==> src/rtl/sdrc_app_req_arb.sv <==
// sdrc_app_req_arb
// Two-port application request arbiter in front of the SDRAM request
// generator. A request from port0 or port1 is captured into a holding
// register and presented on req/req_* until the request generator accepts
// it with req_ack. Each accepted request's {port, direction} is pushed into
// a small order FIFO. The data-path steering logic reads the head of that
// FIFO and pops it with xfr_done once the transfer has finished.
//
// Ports:
//   clk, reset_n      clock, synchronous active-low reset
//   pX_req..pX_wr_n   port X request (level, held until pX_ack) and fields
//   pX_ack            1-cycle pulse in the cycle port X's request is captured
//   req, req_*        held request towards the request generator
//   req_port          port that owns the held request
//   req_ack           request generator accepted the held request
//   ord_vld           order FIFO not empty
//   ord_port/ord_wr_n head entry of the order FIFO (0 when empty)
//   xfr_done          pop the order FIFO head
//   arb_idle          nothing held, nothing requested, order FIFO empty
//
// Optional feature: define SDRC_ARB_PRIO_EN to add p0_pri/p1_pri. When both
// ports request with different priorities, the high-priority port wins;
// otherwise arbitration is round-robin.

module sdrc_app_req_arb #(
  parameter int APP_AW    = 30,
  parameter int APP_RW    = 9,
  parameter int ID_W      = 4,
  parameter int ORD_DEPTH = 4,
  parameter int ORD_AW    = 2
) (
  input  logic              clk,
  input  logic              reset_n,
  input  logic              p0_req,
  input  logic [ID_W-1:0]   p0_req_id,
  input  logic [APP_AW:0]   p0_addr,
  input  logic [APP_AW-2:0] p0_addr_mask,
  input  logic [APP_RW-1:0] p0_len,
  input  logic              p0_wrap,
  input  logic              p0_wr_n,
  output logic              p0_ack,
  input  logic              p1_req,
  input  logic [ID_W-1:0]   p1_req_id,
  input  logic [APP_AW:0]   p1_addr,
  input  logic [APP_AW-2:0] p1_addr_mask,
  input  logic [APP_RW-1:0] p1_len,
  input  logic              p1_wrap,
  input  logic              p1_wr_n,
  output logic              p1_ack,
`ifdef SDRC_ARB_PRIO_EN
  input  logic              p0_pri,
  input  logic              p1_pri,
`endif
  output logic              req,
  output logic [ID_W-1:0]   req_id,
  output logic [APP_AW:0]   req_addr,
  output logic [APP_AW-2:0] req_addr_mask,
  output logic [APP_RW-1:0] req_len,
  output logic              req_wrap,
  output logic              req_wr_n,
  output logic              req_port,
  input  logic              req_ack,
  output logic              ord_vld,
  output logic              ord_port,
  output logic              ord_wr_n,
  input  logic              xfr_done,
  output logic              arb_idle
);

  localparam logic [0:0] ST_IDLE = 1'b0;
  localparam logic [0:0] ST_HOLD = 1'b1;

  localparam logic [ORD_AW:0]   ORD_FULL = ORD_DEPTH[ORD_AW:0];
  localparam logic [ORD_AW:0]   CNT_ONE  = {{ORD_AW{1'b0}}, 1'b1};
  localparam logic [ORD_AW-1:0] PTR_ONE  = {{(ORD_AW-1){1'b0}}, 1'b1};

  logic [0:0]        state;
  logic              last_grant;
  logic [ORD_AW-1:0] wr_ptr;
  logic [ORD_AW-1:0] rd_ptr;
  logic [ORD_AW:0]   ord_cnt;
  logic [1:0]        ord_mem [ORD_DEPTH];

  logic fifo_room;
  logic capture;
  logic tie_p1;
  logic sel_p1;
  logic push;
  logic pop;

  always_comb begin
    fifo_room = (ord_cnt < ORD_FULL);
    // Gated by reset_n so the combinational acks stay low during reset.
    capture   = reset_n & (state == ST_IDLE) & (p0_req | p1_req) & fifo_room;
    // On a tie, grant the port that did not win last time.
    tie_p1    = ~last_grant;
`ifdef SDRC_ARB_PRIO_EN
    if (p0_pri != p1_pri) tie_p1 = p1_pri;
`endif
    sel_p1    = p1_req & (~p0_req | tie_p1);
    push      = (state == ST_HOLD) & req_ack;
    pop       = xfr_done & ord_vld;
  end

  assign p0_ack   = capture & ~sel_p1;
  assign p1_ack   = capture & sel_p1;
  assign req      = (state == ST_HOLD);
  assign ord_vld  = (ord_cnt != '0);
  assign ord_port = ord_vld & ord_mem[rd_ptr][1];
  assign ord_wr_n = ord_vld & ord_mem[rd_ptr][0];
  assign arb_idle = (state == ST_IDLE) & ~p0_req & ~p1_req & ~ord_vld;

  always_ff @(posedge clk) begin
    if (!reset_n) begin
      state         <= ST_IDLE;
      last_grant    <= 1'b1;
      req_id        <= '0;
      req_addr      <= '0;
      req_addr_mask <= '0;
      req_len       <= '0;
      req_wrap      <= 1'b0;
      req_wr_n      <= 1'b0;
      req_port      <= 1'b0;
      wr_ptr        <= '0;
      rd_ptr        <= '0;
      ord_cnt       <= '0;
    end else begin
      if (state == ST_IDLE) begin
        if (capture) begin
          state         <= ST_HOLD;
          req_port      <= sel_p1;
          last_grant    <= sel_p1;
          req_id        <= sel_p1 ? p1_req_id    : p0_req_id;
          req_addr      <= sel_p1 ? p1_addr      : p0_addr;
          req_addr_mask <= sel_p1 ? p1_addr_mask : p0_addr_mask;
          req_len       <= sel_p1 ? p1_len       : p0_len;
          req_wrap      <= sel_p1 ? p1_wrap      : p0_wrap;
          req_wr_n      <= sel_p1 ? p1_wr_n      : p0_wr_n;
        end
      end else if (req_ack) begin
        state <= ST_IDLE;
      end

      if (push) wr_ptr <= wr_ptr + PTR_ONE;
      if (pop)  rd_ptr <= rd_ptr + PTR_ONE;
      // Capture is blocked while full, so a push never finds the FIFO full.
      if (push && !pop)      ord_cnt <= ord_cnt + CNT_ONE;
      else if (pop && !push) ord_cnt <= ord_cnt - CNT_ONE;
    end
  end

  // Storage needs no reset: the head is masked by ord_vld.
  always_ff @(posedge clk) begin
    if (push) ord_mem[wr_ptr] <= {req_port, req_wr_n};
  end

endmodule

==> config.mk <==
export PLATFORM = sky130hd
export DESIGN_NAME = sdrc_app_req_arb
export DESIGN_NICKNAME = d
export VERILOG_FILES = /design/src/rtl/sdrc_app_req_arb.sv
export SDC_FILE = /design/constraint.sdc
export NUM_CORES = 1
export LEC_CHECK = 0
export ABC_CLOCK_PERIOD_IN_PS = 3600
export BUFFER_PORTS_ARGS = -buffer_cell sky130_fd_sc_hd__clkbuf_2
export CORE_MARGIN = 3
export CORE_UTILIZATION = 49
export DETAILED_ROUTE_END_ITERATION = 12
export HOLD_SLACK_MARGIN = 0.12
export MAX_ROUTING_LAYER = met4
export PLACE_DENSITY = 0.87
export SLEW_MARGIN = 10
export SYNTH_ARGS = -nofsm -noshare
export SYNTH_HDL_FRONTEND = slang
export SYNTH_SLANG_ARGS = --single-unit
==> constraint.sdc <==
create_clock -name clk -period 3.6 [get_ports clk]
set_input_delay 0.36 -clock clk [delete_from_list [all_inputs] [get_ports clk]]
set_output_delay 0.36 -clock clk [all_outputs]
set_load 0.05 [all_outputs]
-- Yosys cells after proc, flatten, opt, wreduce, memory -nomap -nowiden
Memory sizes are Yosys's and may differ from the RTL's. A register that Yosys moved wholly into a read port is not among the register bits.
Index checks and enable logic that the tools add are counted.
- memory bits (writable): 8
- logic and storage cells: 61
- output and inout bits: 83
- memories: 1
- input port bits: 156
- flip-flop bits (word level): 85
- reduce and logical (&&, ||, !) cells: 7
- bitwise logic cells: 21
- magnitude comparators: 1
- mux-type cells: 15
- add/sub/neg operators: 4
- memory list (memory ; words ; width ; rd ports ; clocked after Yosys merged registers in ; write ports ; line ; RTL):
    ord_mem ; 4 ; 2 ; 1 ; 1 ; 1 ; 82 ; logic [1:0] ord_mem [ORD_DEPTH];
- operators by type and width (cell ; number):
    $mux W31 ; 1
    $mux W29 ; 1
    $and A1 B1 Y1 ; 13
    $mux W9 ; 1
    $mux W1 ; 7
    $mux W3 ; 2
    $not A1 Y1 ; 6
    $add A2 B1 Y2 const B ; 2
    $mux W2 ; 2
    $mux W4 ; 1
    $add A3 B1 Y3 const B ; 1
    $lt A3 B3 Y1 const B ; 1
    $reduce_bool A3 Y1 ; 1
    $sub A3 B1 Y3 const B ; 1
    $logic_and A1 B1 Y1 ; 2
    $logic_not A1 Y1 ; 2
    $or A1 B1 Y1 ; 2
    $reduce_and A2 Y1 ; 1
    $reduce_bool A2 Y1 ; 1

-- Logic depth before layout (Yosys ltp)
- word-level depth: 6
- mapped depth: 9
- depth with buffers taken out: 8

-- Worst setup path after synthesis
No wires, ideal clock.
- kind: reg-to-output
- start point: reg ord_cnt[0]
- end point: out arb_idle
- required time: 3.240 ns
- arrival: 2.499 ns
- path buffers: 0
- cell stages (with the launch flop): 3
- path slack: 0.741 ns
- path through: dfxtp_1 -> or3_1 -> nor4_1
- longest elaborated chain between the ends: 3
- ends and longest elaborated chain (item ; line ; RTL):
    start: declaration ; 81 ; logic [ORD_AW:0] ord_cnt;
    start signal: assignment ; 147 ; if (push && !pop) ord_cnt <= ord_cnt + CNT_ONE;
    start signal: assignment ; 148 ; else if (pop && !push) ord_cnt <= ord_cnt - CNT_ONE;
    $reduce_bool A3 Y1 ; 108 ; assign ord_vld = (ord_cnt != '0);
    via ord_vld ; 63 ; output logic ord_vld,
    $not A1 Y1 ; 111 ; assign arb_idle = (state == ST_IDLE) & ~p0_req & ~p1_req & ~ord_vld;
    $and A1 B1 Y1 ; 111 ;
    end: declaration ; 67 ; output logic arb_idle
The timed path passes the listed nets, and every way through them passes these cells.

-- Worst setup path after layout
- start point: reg state, in the netlist req
- end point: out p1_ack
- longest elaborated chain between the ends: 5
- ends and longest elaborated chain (item ; line ; RTL):
    start: declaration ; 77 ; logic [0:0] state;
    start signal: assignment ; 115 ; state <= ST_IDLE;
    start signal: assignment ; 130 ; state <= ST_HOLD;
    start signal: assignment ; 141 ; state <= ST_IDLE;
    $not A1 Y1 (no source line) ; - ;
    $and A1 B1 Y1 (3 in a row) ; 94 ; capture = reset_n & (state == ST_IDLE) & (p0_req | p1_req) & fifo_room;
    $and A1 B1 Y1 ; 106 ; assign p1_ack = capture & sel_p1;
    end: declaration ; 49 ; output logic p1_ack,
No other way between the ends.

==> metrics list <==
- Summed over all nets, wire length on met2 after detailed routing comes to 6830 um.
- Reg-to-reg critical path startpoint: ord_cnt[0]
- Most frequent cell after synthesis: nand2_1
- Clock period minus worst slack: 2.54 ns
* Clock insertion delay at the later pin of the skew report: 0.36 ns
- The number of nets in the synthesized netlist is 668.
* Effective utilization at floorplan: 51.4%
- Post-layout nets: 873
- The startpoint identified for the worst hold timing path is reset_n.
* Pins over their slew limit: 0
* Congestion Overflow GR: 0
- Number of antenna diodes: 0
- STA classifies the critical path startpoint as a flop.
* Tightest Pin Transition: 0.854 ns
- Period utilization: 70.6%
- Worst-path fanout max: 34
* Reg2reg end: ord_cnt[2]
* Number of nets still failing antenna checks after routing: 0
- Met1 routed wirelength after detailed routing: 5530 um
- Power per unit of standard cell area: 669 nW/um2
- The synthesized design contains 8 enable-type register cells.
- Die W: 102 um
- For this run, the top clock speed supported by timing is 0.393 GHz.
- LEAKAGE: 2.69 nW
- Hold-fix buffer count after cts: 0
- The die covers 10500 um2.
- Flop2flop setup slack: 1.35 ns
* Predominant post-synthesis flop cell: dfxtp_1
* Number of DRC violations after detailed-routing iteration 0: 270
- The count of buffers added on input and output ports is 238.
- Tightest slew margin relative to the limit: 43.0%
* Portion of the post-synthesis area used by sequential elements: 43.6%
* Synthesized area per cell: 8.98 um2
- Fill cell instance count of the final layout: 718
- Number of rows created at floorplan: 34
* Antenna violations before repair: 0
- For the worst setup path, the data required time is 3.24 ns.
- Between clock sinks in the finished design, the worst skew comes to 0.00799 ns.
- The synthesized netlist contains 34 unique library cells.
- The total count of hold-check failures in the final report was 0.
* TritonCTS Buffers: 9
* Chip Height: 102 um
* Vias in the first global route: 4431
- Most area-hungry cell type in the Yosys netlist: dfxtp_1
- No sink is reached through more buffers than the 2 on the longest clock path.
- Yosys printed 0 warnings.
- Count of instances resized after the clock tree is built: 0
- Number of vias after detailed routing: 4643
- Setup repair after global routing missed its margin: false
- Outcome: finished clean
- For the worst flop-to-flop path, the logic depth is 7.
* Setup violation total in the final timing report: 0
* Remaining routing DRC violations: 0
- Global routing used 26.2% of the available tracks across all layers.
- Cells fill 66.3% of the core in the end.
* Gate Count Post-Synth: 506
* MaxCap Viol Count: 0
- Summed over all layers, the routed wires come to 13700 um.
- Cell depth of the worst min-delay path: 2
- Top layer used by detailed routing: met4
- For this design the top-level I/O count stands at 239.
* Global-route wire length before repair: 21300 um
- Fraction of layout instances using a drive strength above 1: 41.8%
* Classification of the worst setup path: flop to output pin
- For hold timing, the worst endpoint is last_grant.
- For this design, the sink count on the clock tree is 95.
* Maximum number of pins on one net before global-route repair: 77
* Clock H-tree levels: 3
- The core region is 8850 um2.
* Accumulated negative setup slack: 0 ns
- Clock root buffer master: clkbuf_8
- The pre-antenna-repair detailed-routing pass consisted of 5 iterations.
* P&R area growth vs syn: 29.1%
- Final routed wire length divided by cell count: 16.6 um
* Placed wire-length estimate: 9770 um
- In the synthesized netlist, the cells that appear most often are nand2_1, dfxtp_1, a21oi_1.
- Leading post-synthesis cells by cell area: dfxtp_1, nand2_1, a311oi_2
- The worst hold path belongs to the class primary input to flop.
- Of the post-synthesis cell area, the dominant cell type holds 38.3%.
- After clock tree synthesis, the clock-pin slew on the worst setup and hold paths is 0.09 ns.
- Type of destination of the critical path: output pin
- Across the VDD grid, the largest voltage drop is 0.000335 V.
- Data on the critical path arrives at its endpoint at 2.18 ns.
- The mapped netlist covers 4550 um2.
- In the synthesized netlist the async set-or-reset flop fraction comes to 0%.
* Final RePlAce weighted congestion: 0.872
* Routed via count divided by cell count: 5.63
- Post-CTS setup repair buffer count: 0
* Number of synthesized register bits: 95
* Detailed route wirelength on metal3: 964 um
- TritonCTS built the clock tree.
## flip-flops by register name (all words and copies together), names as in the netlist, 2 cells and up, named ones only
| signal | cells |
|---|---|
| ord_cnt | 3 |
| rd_ptr | 2 |
| req_addr_mask | 29 |
| req_addr | 31 |
| wr_ptr | 2 |
| ord_mem | 8 |
| req_id | 4 |
| req_len | 9 |
## worst max-delay path, stage by stage, from the launching register on
cell      delay (ns)
dfxtp_1         0.45
nor2b_4         0.70
nand3_1         0.25
inv_1           0.12
clkbuf_2        0.29
## how the worst max path moves through the flow
stage,from,end,slack [ns],cells after the start
2_1_floorplan,ord_cnt[0],arb_idle,0.74,2
3_3_place_gp,p1_req,req_id[1],1.40,5
3_5_place_dp,p1_req,req_addr[9],1.32,5
4_1_cts,req,p1_ack,1.06,4
5_1_grt,req,p1_ack,0.92,4
6_report,req,p1_ack,1.06,4
## cell families after synthesis
group | count (synthesis) | synth area share, %
AND/OR/NAND/NOR | 176 | 15.3
AO/OA/AOI/OAI | 162 | 28.7
flip-flops | 95 | 43.6
buffers and inverters | 58 | 8.23
adder cells (fa/ha/maj) | 6 | 1.82
XOR/XNOR | 5 | 0.963
multiplexers | 4 | 1.43
## power breakdown
part / leakage [nW] / switching [mW] / total (mW) / internal, mW
registers: 0.791 / 0.127 / 1.38 / 1.25
logic: 1.77 / 1.18 / 1.63 / 0.451
clock network: 0.134 / 0.376 / 0.918 / 0.542
total: 2.69 / 1.68 / 3.93 / 2.24
## layer usage
metal  up-vias  track usage (%)
met5         -                -
met4         0             9.69
met3        38             4.85
met2       235             43.2
met1      2143             32.0
li1       2227                -
## layout make-up
type | count | area [um2] | share of cell area, %
timing repair buffer | 246 | 1250 | 21.3
tap | 108 | 135 | 2.30
multi-input combinational | 353 | 2200 | 37.6
sequential | 95 | 1980 | 33.8
inverter | 6 | 22.5 | 0.384
clock buffer | 12 | 176 | 3.01
clock inverter | 4 | 97.6 | 1.66
## through the flow
step           power [mW]  cells  instance area (um2)  hold slack, ns  worst slack (ns)
2_1_floorplan        2.69    506                 4550           0.432             0.741
3_3_place_gp         2.99    808                 5600           0.485              1.40
3_5_place_dp         3.03    808                 5600           0.509              1.32
4_1_cts              3.94    824                 5870           0.226              1.06
5_1_grt              4.12    824                 5870           0.227             0.918
6_report             3.93    824                 5870           0.239              1.06
## layout by cell type (no fill, tap or decap), types with 5 or more instances in the layout
cell type / netlist / final
a311oi_2: 28 / 28
nand2_1: 153 / 153
inv_1: 6 / 5
clkbuf_8: 0 / 11
ha_1: 5 / 5
buf_4: 14 / 8
a311oi_1: 47 / 47
a21oi_1: 78 / 78
clkbuf_2: 0 / 238
dfxtp_1: 87 / 87
edfxtp_1: 8 / 8
nor2_1: 8 / 7
No activity file was read; power rests on OpenSTA's default activity.
